--- config.mk ---
export PLATFORM = sky130hd
export DESIGN_NAME = nest_placer
export DESIGN_NICKNAME = d
export VERILOG_FILES = /design/src/rtl/nest_placer.sv
export SDC_FILE = /design/constraint.sdc
export NUM_CORES = 1
export LEC_CHECK = 0
export ABC_CLOCK_PERIOD_IN_PS = 7300
export BUFFER_PORTS_ARGS = -buffer_cell sky130_fd_sc_hd__buf_2
export CAP_MARGIN = 10
export CORE_MARGIN = 2
export CORE_UTILIZATION = 40
export CTS_CLUSTER_SIZE = 20
export DETAILED_ROUTE_END_ITERATION = 10
export PLACE_DENSITY_LB_ADDON = 0.05
export SLEW_MARGIN = 20
export SYNTH_ARGS = -nofsm -noshare
export SYNTH_HDL_FRONTEND = slang
export SYNTH_SLANG_ARGS = --single-unit
--- constraint.sdc ---
create_clock -name setup_clk -period 7.3 [get_ports setup_clk]
set_input_delay 0.365 -clock setup_clk [delete_from_list [all_inputs] [get_ports setup_clk]]
set_output_delay 0.365 -clock setup_clk [all_outputs]
set_load 0.02 [all_outputs]
--- src/rtl/nest_placer.sv ---
// -----------------------------------------------------------------------------
// nest_placer
//
// Setup-phase placement controller sitting in front of the nest object. A
// cursor is steered with four direction keys (single step on each press,
// auto-repeat while held). On a key_place press the candidate site is checked
// against the obstacle collision result; a clear site produces a one-cycle SET
// strobe that loads the nest position, a blocked site produces a one-cycle
// reject pulse. Nothing moves or fires while SETUP_PHASE is low.
//
// Optional feature macro: NEST_PLACER_WRAP_EN
//   defined   -> cursor motion wraps between the legal bounds
//   undefined -> cursor motion clamps at the legal bounds
//
// Ports
//   setup_clk    clock
//   RESET        asynchronous active-high reset
//   SETUP_PHASE  high while the world is being configured
//   key_up/down/left/right  synchronised direction key levels
//                           (up decreases Y, right increases X)
//   key_place    placement request level (rising edge acts)
//   blocked      collision result for the current cursor, settles CHECK_LAT
//                cycles after a cursor change
//   cursor_x/y   candidate position (nest in_x/in_y, obstacle collide_x/y)
//   SET          one-cycle nest load strobe, only while SETUP_PHASE=1
//   placed       nest committed during this setup phase
//   reject       one-cycle pulse when a placement is refused
// -----------------------------------------------------------------------------
module nest_placer #(
    parameter int X_bits       = 10,
    parameter int Y_bits       = 9,
    parameter int X_MAX        = 639,
    parameter int Y_MAX        = 479,
    parameter int NEST_RADIUS  = 8,
    parameter int REPEAT_DELAY = 16,
    parameter int REPEAT_RATE  = 4,
    parameter int CHECK_LAT    = 2
) (
    input  logic              setup_clk,
    input  logic              RESET,
    input  logic              SETUP_PHASE,
    input  logic              key_up,
    input  logic              key_down,
    input  logic              key_left,
    input  logic              key_right,
    input  logic              key_place,
    input  logic              blocked,
    output logic [X_bits-1:0] cursor_x,
    output logic [Y_bits-1:0] cursor_y,
    output logic              SET,
    output logic              placed,
    output logic              reject
);

    localparam int RPT_W = $clog2(REPEAT_DELAY + 1);
    localparam int STL_W = (CHECK_LAT > 0) ? $clog2(CHECK_LAT + 1) : 1;
    localparam int X_LO  = NEST_RADIUS;
    localparam int X_HI  = X_MAX - NEST_RADIUS;
    localparam int Y_LO  = NEST_RADIUS;
    localparam int Y_HI  = Y_MAX - NEST_RADIUS;

    typedef enum logic [2:0] {
        IDLE,
        AIM,
        CHECK,
        COMMIT,
        DONE
    } state_t;

    state_t state_q, state_d;

    logic [X_bits-1:0] cx_q, cx_d;
    logic [Y_bits-1:0] cy_q, cy_d;
    logic [3:0]        held_q;
    logic              place_q;
    logic [RPT_W-1:0]  rpt_q, rpt_d;
    logic [STL_W-1:0]  settle_q, settle_d;
    logic              placed_q, placed_d;
    logic              reject_q, reject_d;

    logic [3:0] held;
    logic [3:0] key_rise;
    logic [3:0] step;
    logic       place_edge;
    logic       in_aim;
    logic       set_chg;
    logic       rpt_hit;
    logic       move_en;

    // One-unit move along an axis followed by bound handling. inc and dec are
    // never both set by the caller (opposite keys cancel before this point).
    function automatic int axis_step(input int pos, input logic inc, input logic dec,
                                     input int lo, input int hi);
        int nxt;
        nxt = pos;
        if (inc) nxt = pos + 1;
        else if (dec) nxt = pos - 1;
`ifdef NEST_PLACER_WRAP_EN
        if (nxt > hi) nxt = lo;
        else if (nxt < lo) nxt = hi;
`else
        if (nxt > hi) nxt = hi;
        else if (nxt < lo) nxt = lo;
`endif
        return nxt;
    endfunction

    // Key order in every 4-bit vector: {up, down, left, right}
    assign held       = {key_up, key_down, key_left, key_right};
    assign key_rise   = held & ~held_q;
    assign place_edge = key_place & ~place_q;
    assign in_aim     = SETUP_PHASE && (state_q == AIM);
    assign set_chg    = (held != held_q);
    // rpt_q counts cycles since the held set last changed; reaching
    // REPEAT_DELAY fires a repeat and reloads so the next hit is REPEAT_RATE on.
    assign rpt_hit    = !set_chg && (held != 4'b0000) && (rpt_q == RPT_W'(REPEAT_DELAY));
    assign step       = key_rise | (rpt_hit ? held : 4'b0000);
    // The key_place edge cycle already belongs to the check; no motion then.
    assign move_en    = in_aim && !place_edge;

    // ---- next-state / outputs ----
    always_comb begin
        state_d = state_q;
        if (!SETUP_PHASE) begin
            state_d = IDLE;
        end else begin
            case (state_q)
                IDLE:    state_d = AIM;
                AIM:     if (place_edge) state_d = CHECK;
                CHECK:   if (settle_q == '0) state_d = blocked ? AIM : COMMIT;
                COMMIT:  state_d = DONE;
                DONE:    if (place_edge) state_d = AIM;
                default: state_d = IDLE;
            endcase
        end
    end

    always_comb begin
        cx_d = cx_q;
        cy_d = cy_q;
        if (move_en) begin
            cx_d = X_bits'(axis_step(int'(cx_q), step[0] && !key_left,
                                     step[1] && !key_right, X_LO, X_HI));
            cy_d = Y_bits'(axis_step(int'(cy_q), step[2] && !key_up,
                                     step[3] && !key_down, Y_LO, Y_HI));
        end

        if (!in_aim || (held == 4'b0000)) rpt_d = '0;
        else if (set_chg)                 rpt_d = RPT_W'(1);
        else if (rpt_hit)                 rpt_d = RPT_W'(REPEAT_DELAY - REPEAT_RATE + 1);
        else                              rpt_d = rpt_q + 1'b1;

        if ((cx_d != cx_q) || (cy_d != cy_q)) settle_d = STL_W'(CHECK_LAT);
        else if (settle_q != '0)              settle_d = settle_q - 1'b1;
        else                                  settle_d = settle_q;

        reject_d = SETUP_PHASE && (state_q == CHECK) && (settle_q == '0) && blocked;

        placed_d = placed_q;
        if (SETUP_PHASE) begin
            if (state_q == COMMIT) placed_d = 1'b1;
            else if ((state_q == IDLE) || ((state_q == DONE) && place_edge)) placed_d = 1'b0;
        end
    end

    // ---- state register ----
    always_ff @(posedge setup_clk or posedge RESET) begin
        if (RESET) state_q <= IDLE;
        else       state_q <= state_d;
    end

    // ---- cursor, detectors and counters ----
    always_ff @(posedge setup_clk or posedge RESET) begin
        if (RESET) begin
            cx_q     <= X_bits'(X_MAX / 2);
            cy_q     <= Y_bits'(Y_MAX / 2);
            held_q   <= 4'b0000;
            place_q  <= 1'b0;
            rpt_q    <= '0;
            settle_q <= '0;
            placed_q <= 1'b0;
            reject_q <= 1'b0;
        end else begin
            cx_q     <= cx_d;
            cy_q     <= cy_d;
            held_q   <= held;
            place_q  <= key_place;
            rpt_q    <= rpt_d;
            settle_q <= settle_d;
            placed_q <= placed_d;
            reject_q <= reject_d;
        end
    end

    // SET decodes straight from the state so a falling SETUP_PHASE kills it
    // in the same cycle.
    assign SET      = (state_q == COMMIT) && SETUP_PHASE;
    assign cursor_x = cx_q;
    assign cursor_y = cy_q;
    assign placed   = placed_q;
    assign reject   = reject_q;

endmodule

Yosys cells after proc, flatten, opt, wreduce, memory -nomap -nowiden

Index checks and enable logic that the tools add are counted.

Add/subtract/negate cells: 6
Shift operators: 0
Reduce and logical (&&, ||, !) cells: 32
Divide/modulo/power cells: 0
Bitwise operators: 5
Order comparisons: 4
Equal/unequal tests: 11
Multipliers: 0
Muxes and demuxes: 26

Operators with widths:

| kind                                                            | number |
|---|---|
| two-way mux 32 bit                                              | 6 |
| less-than comparator 32 x 5 -> 1 bit, second input constant     | 2 |
| greater-than comparator 32 x 10 -> 1 bit, second input constant | 1 |
| greater-than comparator 32 x 11 -> 1 bit, second input constant | 1 |
| two-way mux 10 bit                                              | 3 |
| two-way mux 9 bit                                               | 3 |
| two-way mux 5 bit                                               | 3 |
| one-hot mux 3 bit (5 select lines)                              | 1 |
| logical AND 1 bit                                               | 13 |
| two-way mux 3 bit                                               | 4 |
| adder 10 x 1 -> 11 bit, second input constant                   | 1 |
| subtractor 10 x 1 -> 11 bit, second input constant              | 1 |
| adder 9 x 1 -> 10 bit, second input constant                    | 1 |
| != test 10 bit                                                  | 1 |
| subtractor 9 x 1 -> 10 bit, second input constant               | 1 |
| != test 3 bit, second input constant                            | 3 |
| != test 9 bit                                                   | 1 |
| zero test 1 bit                                                 | 7 |
| == test 3 x 2 -> 1 bit, second input constant                   | 2 |
| two-way mux 2 bit                                               | 3 |
| nonzero test 2 bit                                              | 3 |
| adder 5 x 1 -> 5 bit, second input constant                     | 1 |
| == test 5 bit, second input constant                            | 1 |
| bitwise AND 4 bit                                               | 1 |
| 17 further kinds                                                | 20 |

Memory bits (read-only): 0
Output and inout bits: 22
Register bits: 36
Latch bits: 0
Logic and storage cells: 93
Input bits: 9
Memories: 0
RAM bits: 0

Logic depth before layout (Yosys ltp)

Gate-level depths: netlist of run 1.

Depth after elaboration: 17
Mapped depth: 16
Gate-level depth less buffers: 13

Worst setup path before layout of run 1

OpenSTA, ideal clock, no wires.

Path kind: register -> register
Start point: reg cx_q[0], in the netlist cursor_x[0]
End point: reg settle_q[0]
Setup time: 0.120 ns
Setup slack: 3.683 ns
Period minus slack after synthesis: 3.617 ns
Required time: 7.180 ns
Arrival time: 3.497 ns
Stages on the path, launching flop included: 16
Path buffers: 2
Cells stage by stage: dfstp_2 -> buf_4 -> inv_1 -> ha_1 -> or3b_4 -> or4_4 -> o22ai_4 -> nor2_2 -> or4b_1 -> o311a_1 -> or2_1 -> buf_6 -> a311o_1 -> nand2_1 -> a2111oi_1 -> and3_1

Longest elaborated chain between the ends: 11
Elaborated cells between the ends (all ways): 14
Classes of those cells: 2 x add/sub; 2 x order compare; 1 x eq/ne; 7 x mux; 2 x reduce/logical

RTL lines:

| what                                                    | line | text |
|---|---|---|
| start: declaration                                      | 72   | `logic [X_bits-1:0] cx_q, cx_d;` |
| start signal: assignment                                | 175  | `cx_q <= X_bits'(X_MAX / 2);` |
| subtractor 10 x 1 -> 11 bit                             | 97   | `else if (dec) nxt = pos - 1;` |
| two-way mux 32 bit                                      | 97   |  |
| two-way mux 32 bit                                      | 96   | `if (inc) nxt = pos + 1;` |
| two-way mux 32 bit                                      | 141  | `if (move_en) begin` |
| less-than comparator 32 x 5 -> 1 bit                    | 103  | `else if (nxt < lo) nxt = lo;` |
| two-way mux 10 bit                                      | 103  |  |
| two-way mux 10 bit                                      | 102  | `if (nxt > hi) nxt = hi;` |
| two-way mux 10 bit                                      | 141  |  |
| != test 10 bit (*)                                      | 153  | `if ((cx_d != cx_q) \|\| (cy_d != cy_q)) settle_d = STL_W'(CHECK_LAT);` |
| logical OR 1 bit (*)                                    | 153  |  |
| two-way mux 2 bit or nonzero test 2 bit (tied branches) | --   |  |
| end signal: assignment                                  | 189  | `settle_q <= settle_d;` |
| end: declaration                                        | 77   | `logic [STL_W-1:0] settle_q, settle_d;` |

Mark *: on every way between the ends. The rest lies on a longest branch, timed or not. The select of a mux whose other input is x is not followed.
A chain may end at the register's enable or synchronous reset.

Worst setup path after layout of run 1

Ends and elaborated chain as after synthesis.

==> results of run 1 <==
## per-layer routing
metal | GRT usage | part of all wire | vias to the layer above
li1 | - | - | 1658
met2 | 0.383 | 0.48 | 121
met1 | 0.309 | 0.45 | 1657
met3 | 0.0295 | 0.046 | 23
met5 | 0 | 0 | -
met4 | 0.0857 | 0.026 | 0
## area by class of cell
type | instances | area [µm²] | area share
clock buffer | 6 | 72.6 | 0.0197
clock inverter | 2 | 35.0 | 0.00951
inverter | 30 | 113 | 0.0306
multi-input combinational | 348 | 2240 | 0.608
sequential | 36 | 918 | 0.249
tap | 105 | 131 | 0.0357
timing repair buffer | 33 | 173 | 0.0469
## registers in the layout, indices dropped and copies added, names as in the netlist
name,count
cursor_x,10
cursor_y,9
held_q,4
place_q,1
placed,1
reject,1
rpt_q,5
settle_q,2
state_q,3
## worst max-delay path by stage
stage / end / slack, ps / depth (start not counted)
after floorplan: settle_q[0] / 3680 / 15
after global placement: settle_q[0] / 3160 / 12
after detailed placement: settle_q[1] / 3060 / 12
after CTS: settle_q[0] / 3180 / 12
after global routing: settle_q[0] / 2620 / 12
final: settle_q[0] / 3160 / 12
## through the flow
| stage | utilization | worst slack (ps) | std cells | hold WS [ps] | cell area [µm²] |
|---|---|---|---|---|---|
| 2_1_floorplan | - | 3680 | 436 | 396 | 3420 |
| 3_3_place_gp | 0.433 | 3160 | 552 | 498 | 3580 |
| 3_5_place_dp | 0.433 | 3060 | 552 | 506 | 3580 |
| 4_1_cts | 0.446 | 3180 | 560 | 196 | 3680 |
| 5_1_grt | 0.446 | 2620 | 560 | 182 | 3680 |
| 6_report | 0.446 | 3160 | 560 | 176 | 3680 |
## placed cells by master (no fill, tap or decap), types with 3 or more instances in the layout
cell,instances
a31oi_1,12
or3_1,5
nand2_1,37
a22oi_1,4
clkbuf_8,5
a21oi_1,35
xnor2_1,7
nor3_1,8
buf_4,3
nor2b_1,4
nand4_1,7
and3_1,8
o31ai_1,7
and4_1,4
o211ai_1,3
o22ai_1,9
a21o_1,3
o32a_1,3
o21ai_0,23
and2_1,6
nand3_1,18
o31a_1,3
nand2b_1,6
inv_1,30
dfrtp_1,22
nor2_1,47
ha_1,11
buf_2,30
dfstp_2,14
and3_2,3
nor4_1,8
xor2_1,3
## worst min-delay path, stage by stage
cell and delay, ps:
buf_2 90, inv_1 40, buf_4 410
## power groups by stage
stage	sequential [µW]	clock, µW	combinational (µW)
2_1_floorplan	348	0	349
3_3_place_gp	370	0	461
3_5_place_dp	369	0	460
4_1_cts	366	190	462
5_1_grt	378	198	519
6_report	368	182	465
## logic make-up (layout without fill, tap and decap cells)
| logic type | count (synthesis) | after routing | synth area share |
|---|---|---|---|
| buffers and inverters | 52 | 71 | 0.0765 |
| AO/OA/AOI/OAI | 137 | 137 | 0.278 |
| AND/OR/NAND/NOR | 188 | 188 | 0.304 |
| multiplexers | 1 | 1 | 0.00293 |
| XOR/XNOR | 11 | 11 | 0.0304 |
| flip-flops | 36 | 36 | 0.269 |
| adder cells (fa/ha/maj) | 11 | 11 | 0.0403 |
==> reports/results.tsv, run 1 <==
stage	metric	value	unit
floorplanning	die height	96.4	µm
synthesis	most frequent cells after synthesis	nor2_1 (47), nand2_1 (37), a21oi_1 (35), inv_1 (30), o21ai_0 (23)	
power_and_ir_drop	Lkg Pwr	0.00156	µW
clock_network	post_cts resized	0	
worst_setup_path	CP Capture Type	register	
cells_and_area	fill count	870	
power_and_ir_drop	clock network power share	0.180	
worst_setup_path	reg2reg path depth	12	
floorplanning	Die X	96.4	µm
sta	Worst slew margin	0.467	
global_route	largest net degree at the start of global routing	37	
drt	Post-Route WL	10.1	mm
floorplanning	die area	0.00930	mm²
power_and_ir_drop	Flop pwr share	0.362	
drt	WL/cell	18.1	µm
cells_and_area	NumNets Final	474	
worst_setup_path	crit start category	register	
worst_setup_path	Max FO, Critical Path	14	
sta	Post-Route Skew	9.61	ps
power_and_ir_drop	Pint	544	µW
synthesis	Syn. warnings	0	
floorplanning	# IOs	31	
synthesis	Yosys reg bits	36	
synthesis	top-count cell post-synth	nor2_1	
clock_network	clk sink count	36	
sta	Setup TNS	0	ps
global_route	GRT overflow	0	
worst_setup_path	CP Class	register to register	
synthesis	Unique masters post-synth	85	
worst_setup_path	CP top delay family	simple AND/OR/NAND/NOR gates	
power_and_ir_drop	Logic pwr share	0.458	
cells_and_area	layout cells sized above 1	0.174	
sta	Final min period	4140	ps
clock_network	Worst-Skew Late Latency	290	ps
synthesis	Synth Area per Inst	7.84	µm²
worst_setup_path	Reg2Reg Launch Point	cursor_x[0]	
floorplanning	Initial Util	0.414	
synthesis	Main synth FF type	dfrtp_1	
clock_network	htree depth	2	
worst_setup_path	CP Data Required Time	7530	ps
clock_network	TritonCTS Buffers	5	
drt	via count	3459	
synthesis	post-synthesis sequential area ratio	0.269	
synthesis	Async SR Flop Fraction	1.00	
worst_setup_path	CP peak stage delay	620	ps
global_route	vias in the first global route	3255	
synthesis	Mapped Area	0.00342	mm²
sta	Fin. Hold Viols	0	
clock_network	clk buf depth	2	
synthesis	cells after synthesis	436	
worst_setup_path	worst-path cell chain	inv_1 > ha_1 > or3b_4 > or4_4 > o22ai_4 > nor2_2 > or4b_1 > o311a_1 > nor2_1 > a41oi_1 > a2111oi_1 > and3_1	
sta	unrepaired setup endpoints after global routing	false	
drt	vias per std cell	6.18	
cells_and_area	ANT cells	0	
cells_and_area	Syn-to-layout area delta	7.84	%
status	outcome	complete, no violations	
power_and_ir_drop	switching share of power	0.463	
synthesis	number of synthesized flops with an enable pin	0	
synthesis	post-synth top area share	0.161	
worst_setup_path	r2r endpoint	settle_q[0]	
synthesis	syn nets	456	
placed_design	gpl congestion	0.944	
sta	highest clock rate	241	MHz
global_route	GR Util All Layers	0.231	
sta	Slew Limit Fails	0	
sta	final setup vio count	0	
sta	fin crit share	0.567	
min_path	Worst Hold Class	primary input to asynchronous set/reset pin	
clock_network	CTS tree	built	
power_and_ir_drop	P per Cell Area	275	mW/mm²
global_route	initial antenna violation count	0	
worst_setup_path	WP buf/inv	1	
global_route	first-pass GRT wire length	16.8	mm
drt	TritonRoute pass-1 iters	6	
placed_design	Buffers on Ports	30	
clock_network	hold buffer count at cts	0	
worst_setup_path	slowest CP cell	nor2_1	
job	max-cap check violation count	0	
floorplanning	Core Area	0.00826	mm²
drt	# DRC	0	
synthesis	Synth area leaders	dfrtp_1 (16%), dfstp_2 (11%), nor2_1 (5.2%)	
drt	Final ANT Viol Nets	0	
synthesis	Synth area leader	dfrtp_1	
sta	slew at the pin with the worst max-slew slack	797	ps
drt	Iter 0 DRT Violations	205	
worst_setup_path	R2R Setup Slk	3160	ps
placed_design	HPWL after detailed placement	7.56	mm
floorplanning	FP Rows	33	
worst_setup_path	CP arrival	4370	ps
clock_network	post-CTS setup buffer count	0	
clock_network	clock-pin slew on the worst setup and hold paths	80	ps
clock_network	clk root buf	clkbuf_8	
power_and_ir_drop	overall power	1010	µW
worst_setup_path	Critical Path Source	cursor_x[0]	
power_and_ir_drop	Switch Pwr	470	µW
power_and_ir_drop	Max VDD drop	0.126	mV
Power figures use the tool's default switching activity.
==> run 2: changes to the inputs <==
--- a/config.mk
+++ b/config.mk
@@ -5,7 +5,7 @@
 export SDC_FILE = /design/constraint.sdc
 export NUM_CORES = 1
 export LEC_CHECK = 0
-export ABC_CLOCK_PERIOD_IN_PS = 7300
+export ABC_CLOCK_PERIOD_IN_PS = 3900
 export BUFFER_PORTS_ARGS = -buffer_cell sky130_fd_sc_hd__buf_2
 export CAP_MARGIN = 10
 export CORE_MARGIN = 2
==> constraint.sdc (replaced) <==
create_clock -name setup_clk -period 3.9 [get_ports setup_clk]
set_input_delay 0.195 -clock setup_clk [delete_from_list [all_inputs] [get_ports setup_clk]]
set_output_delay 0.195 -clock setup_clk [all_outputs]
set_load 0.02 [all_outputs]
==> run 2 against run 1 <==
  * The run now ends with negative hold slack left
  * Utilization increased by 2.7 points
  * Worst hold slack got worse by 180 ps
  * Register-to-register slack worse by 3000 ps
  * Combinational power is 110% higher
  * Non-clock buffer count rose by 22
  * Clock skew grew 2.6 ps
  * Total power increased by 94%
  * Fmax rose by 11%
  * Flip-flop and latch count is the same
  * First-iteration DRC count decreased by 1.5%
  * Wire length grew 4.7%
  * Die area is the same
==> reports/results.tsv, run 2 (same netlist as run 1, synthesis figures left out) <==
stage	metric	value	unit	change
cells_and_area	layout cells sized above 1	0.226		was 0.174
worst_setup_path	CP arrival	3930	ps	was 4370 ps
clock_network	htree depth	2		unchanged
floorplanning	die height	96.4	µm	unchanged
global_route	first-pass GRT wire length	17.0	mm	was 16.8 mm
cells_and_area	Final Util	0.473		was 0.446
global_route	busiest grt layer	met2		unchanged
cells_and_area	max reg flops	10		unchanged
sta	WHS	-3.40	ps	was 176 ps
global_route	largest net degree at the start of global routing	37		unchanged
drt	via count	3573		was 3459
sta	slew at the pin with the worst max-slew slack	520	ps	was 797 ps
clock_network	TritonCTS Buffers	5		unchanged
worst_setup_path	slowest CP cell	or4b_1		was nor2_1
floorplanning	die area	0.00930	mm²	unchanged
global_route	GR Util All Layers	0.237		was 0.231
power_and_ir_drop	Max VDD drop	0.238	mV	was 0.126 mV
cells_and_area	NumNets Final	496		was 474
cells_and_area	ANT cells	0		unchanged
global_route	met3 Resource Use GR	0.0248		was 0.0295
sta	Final WS setup	172	ps	was 3160 ps
sta	Final min period	3730	ps	was 4140 ps
sta	highest clock rate	268	MHz	was 241 MHz
clock_network	CTS tree	built		unchanged
clock_network	clk root buf	clkbuf_8		unchanged
power_and_ir_drop	P per Cell Area	505	mW/mm²	was 275 mW/mm²
clock_network	clock-pin slew on the worst setup and hold paths	90	ps	was 80 ps
worst_setup_path	WP buf/inv	1		unchanged
clock_network	Worst-Skew Late Latency	310	ps	was 290 ps
worst_setup_path	CP top delay family	simple AND/OR/NAND/NOR gates		unchanged
placed_design	HPWL after detailed placement	7.85	mm	was 7.56 mm
drt	Iter 0 DRT Violations	202		was 205
min_path	Worst Hold Class	primary input to asynchronous set/reset pin		unchanged
floorplanning	Core Area	0.00826	mm²	unchanged
drt	# DRC	0		unchanged
clock_network	clk sink count	36		unchanged
global_route	met2 Resource Use GR	0.389		was 0.383
drt	vias per std cell	6.14		was 6.18
sta	Fin. Hold Viols	1		was 0
worst_setup_path	R2R Setup Slk	170	ps	was 3160 ps
worst_setup_path	CP Data Required Time	4100	ps	was 7530 ps
drt	Post-Route WL	10.6	mm	was 10.1 mm
floorplanning	Die X	96.4	µm	unchanged
job	max-cap check violation count	0		unchanged
cells_and_area	Layout Cells excl Fill	582		was 560
worst_setup_path	reg2reg path depth	13		was 12
placed_design	placed cell count	572		was 552
global_route	vias in the first global route	3351		was 3255
floorplanning	# IOs	31		unchanged
worst_setup_path	Max FO, Critical Path	11		was 14
worst_setup_path	worst-path cell chain	inv_1 > ha_1 > or3b_4 > or4_4 > o22ai_4 > nor2_2 > or4b_1 > o311a_1 > or2_4 > a311o_1 > nand2_1 > a2111oi_2 > and3_1		was inv_1 > ha_1 > or3b_4 > or4_4 > o22ai_4 > nor2_2 > or4b_1 > o311a_1 > nor2_1 > a41oi_1 > a2111oi_1 > and3_1
floorplanning	FP Rows	33		unchanged
power_and_ir_drop	overall power	1970	µW	was 1010 µW
cells_and_area	most common cell after layout, fill and taps aside	nor2_1		unchanged
worst_setup_path	CP peak stage delay	470	ps	was 620 ps
drt	TritonRoute pass-1 iters	4		was 6
clock_network	clk buf depth	2		unchanged
sta	Worst slew margin	0.653		was 0.467
floorplanning	Initial Util	0.414		unchanged
drt	Final ANT Viol Nets	0		unchanged
global_route	M1 GR Usage	0.320		was 0.309
global_route	GRT overflow	0		unchanged
placed_design	gpl congestion	0.953		was 0.944
sta	Setup TNS	0	ps	unchanged
worst_setup_path	Levels on crit path	13		was 12
worst_setup_path	CP Capture Type	register		unchanged
sta	Post-Route Skew	12.3	ps	was 9.61 ps
global_route	initial antenna violation count	0		unchanged
sta	Slew Limit Fails	0		unchanged
power_and_ir_drop	Lkg Pwr	0.00168	µW	was 0.00156 µW
cells_and_area	Syn-to-layout area delta	14.3	%	was 7.84%
worst_setup_path	Critical Path Source	cursor_x[0]		unchanged
drt	WL/cell	18.2	µm	was 18.1 µm
status	outcome	finished, violations left		was complete, no violations
worst_setup_path	crit start category	register		unchanged
cells_and_area	highest-count cells in the layout ignoring fill and taps	nor2_1 (46), nand2_1 (37), a21oi_1 (35), inv_1 (30), buf_2 (30)		was nor2_1 (47), nand2_1 (37), a21oi_1 (35), inv_1 (30), buf_2 (30)
worst_setup_path	CP Class	register to register		unchanged
placed_design	Placement Setup Slack	159	ps	was 3060 ps
sta	final setup vio count	0		unchanged
placed_design	Buffers on Ports	30		unchanged
clock_network	hold buffer count at cts	0		unchanged
sta	fin crit share	0.956		was 0.567
status	failing checks	negative hold slack		
worst_setup_path	Reg2Reg Launch Point	cursor_x[0]		unchanged
[run 2: path summary, 6_finish.rpt]
check / end
setup / recovery: settle_q[0]
hold / removal: rpt_q[4]
setup reg to reg: settle_q[0]
hold reg to reg: settle_q[1]
max in group asynchronous: cursor_x[8]
min in group setup_clk: place_q
[run 2: final cells by class]
type | instances | area (µm²)
multi-input combinational | 348 | 2280
clock inverter | 3 | 42.5
inverter | 30 | 113
timing repair buffer | 55 | 350
sequential | 36 | 918
clock buffer | 5 | 68.8
tap | 105 | 131
fill | 833 | 4350
[run 2: metrics by stage]
step	hold slack (ps)	area, µm²
2_1_floorplan	226	3420
3_3_place_gp	329	3740
3_5_place_dp	333	3740
4_1_cts	11.2	3850
5_1_grt	19.7	3910
6_report	-3.40	3910
[run 2: power by group]
part | switching, µW | internal, µW
Clock | 161 | 190
Sequential | 169 | 492
Combinational | 579 | 382
[run 2: what timing repair did]
| item | in CTS | in global routing |
|---|---|---|
| setup endpoints to repair | 0 | 2 |
| resized for setup | 0 | 8 |
| buffers inserted | 0 | 2 |
[run 2: layer usage]
metal  part of all wire  vias to the layer above  wire length (µm)
li1                   -                     1704                 -
met1               0.43                     1707              4610
met2               0.48                      142              5040
met3              0.067                       20               706
met4              0.023                        0               247
met5                  0                        -                 0
[run 2: tightest hold or removal path, cell delays in order]
cell and delay [ps]:
buf_2 100, inv_1 40, buf_4 420
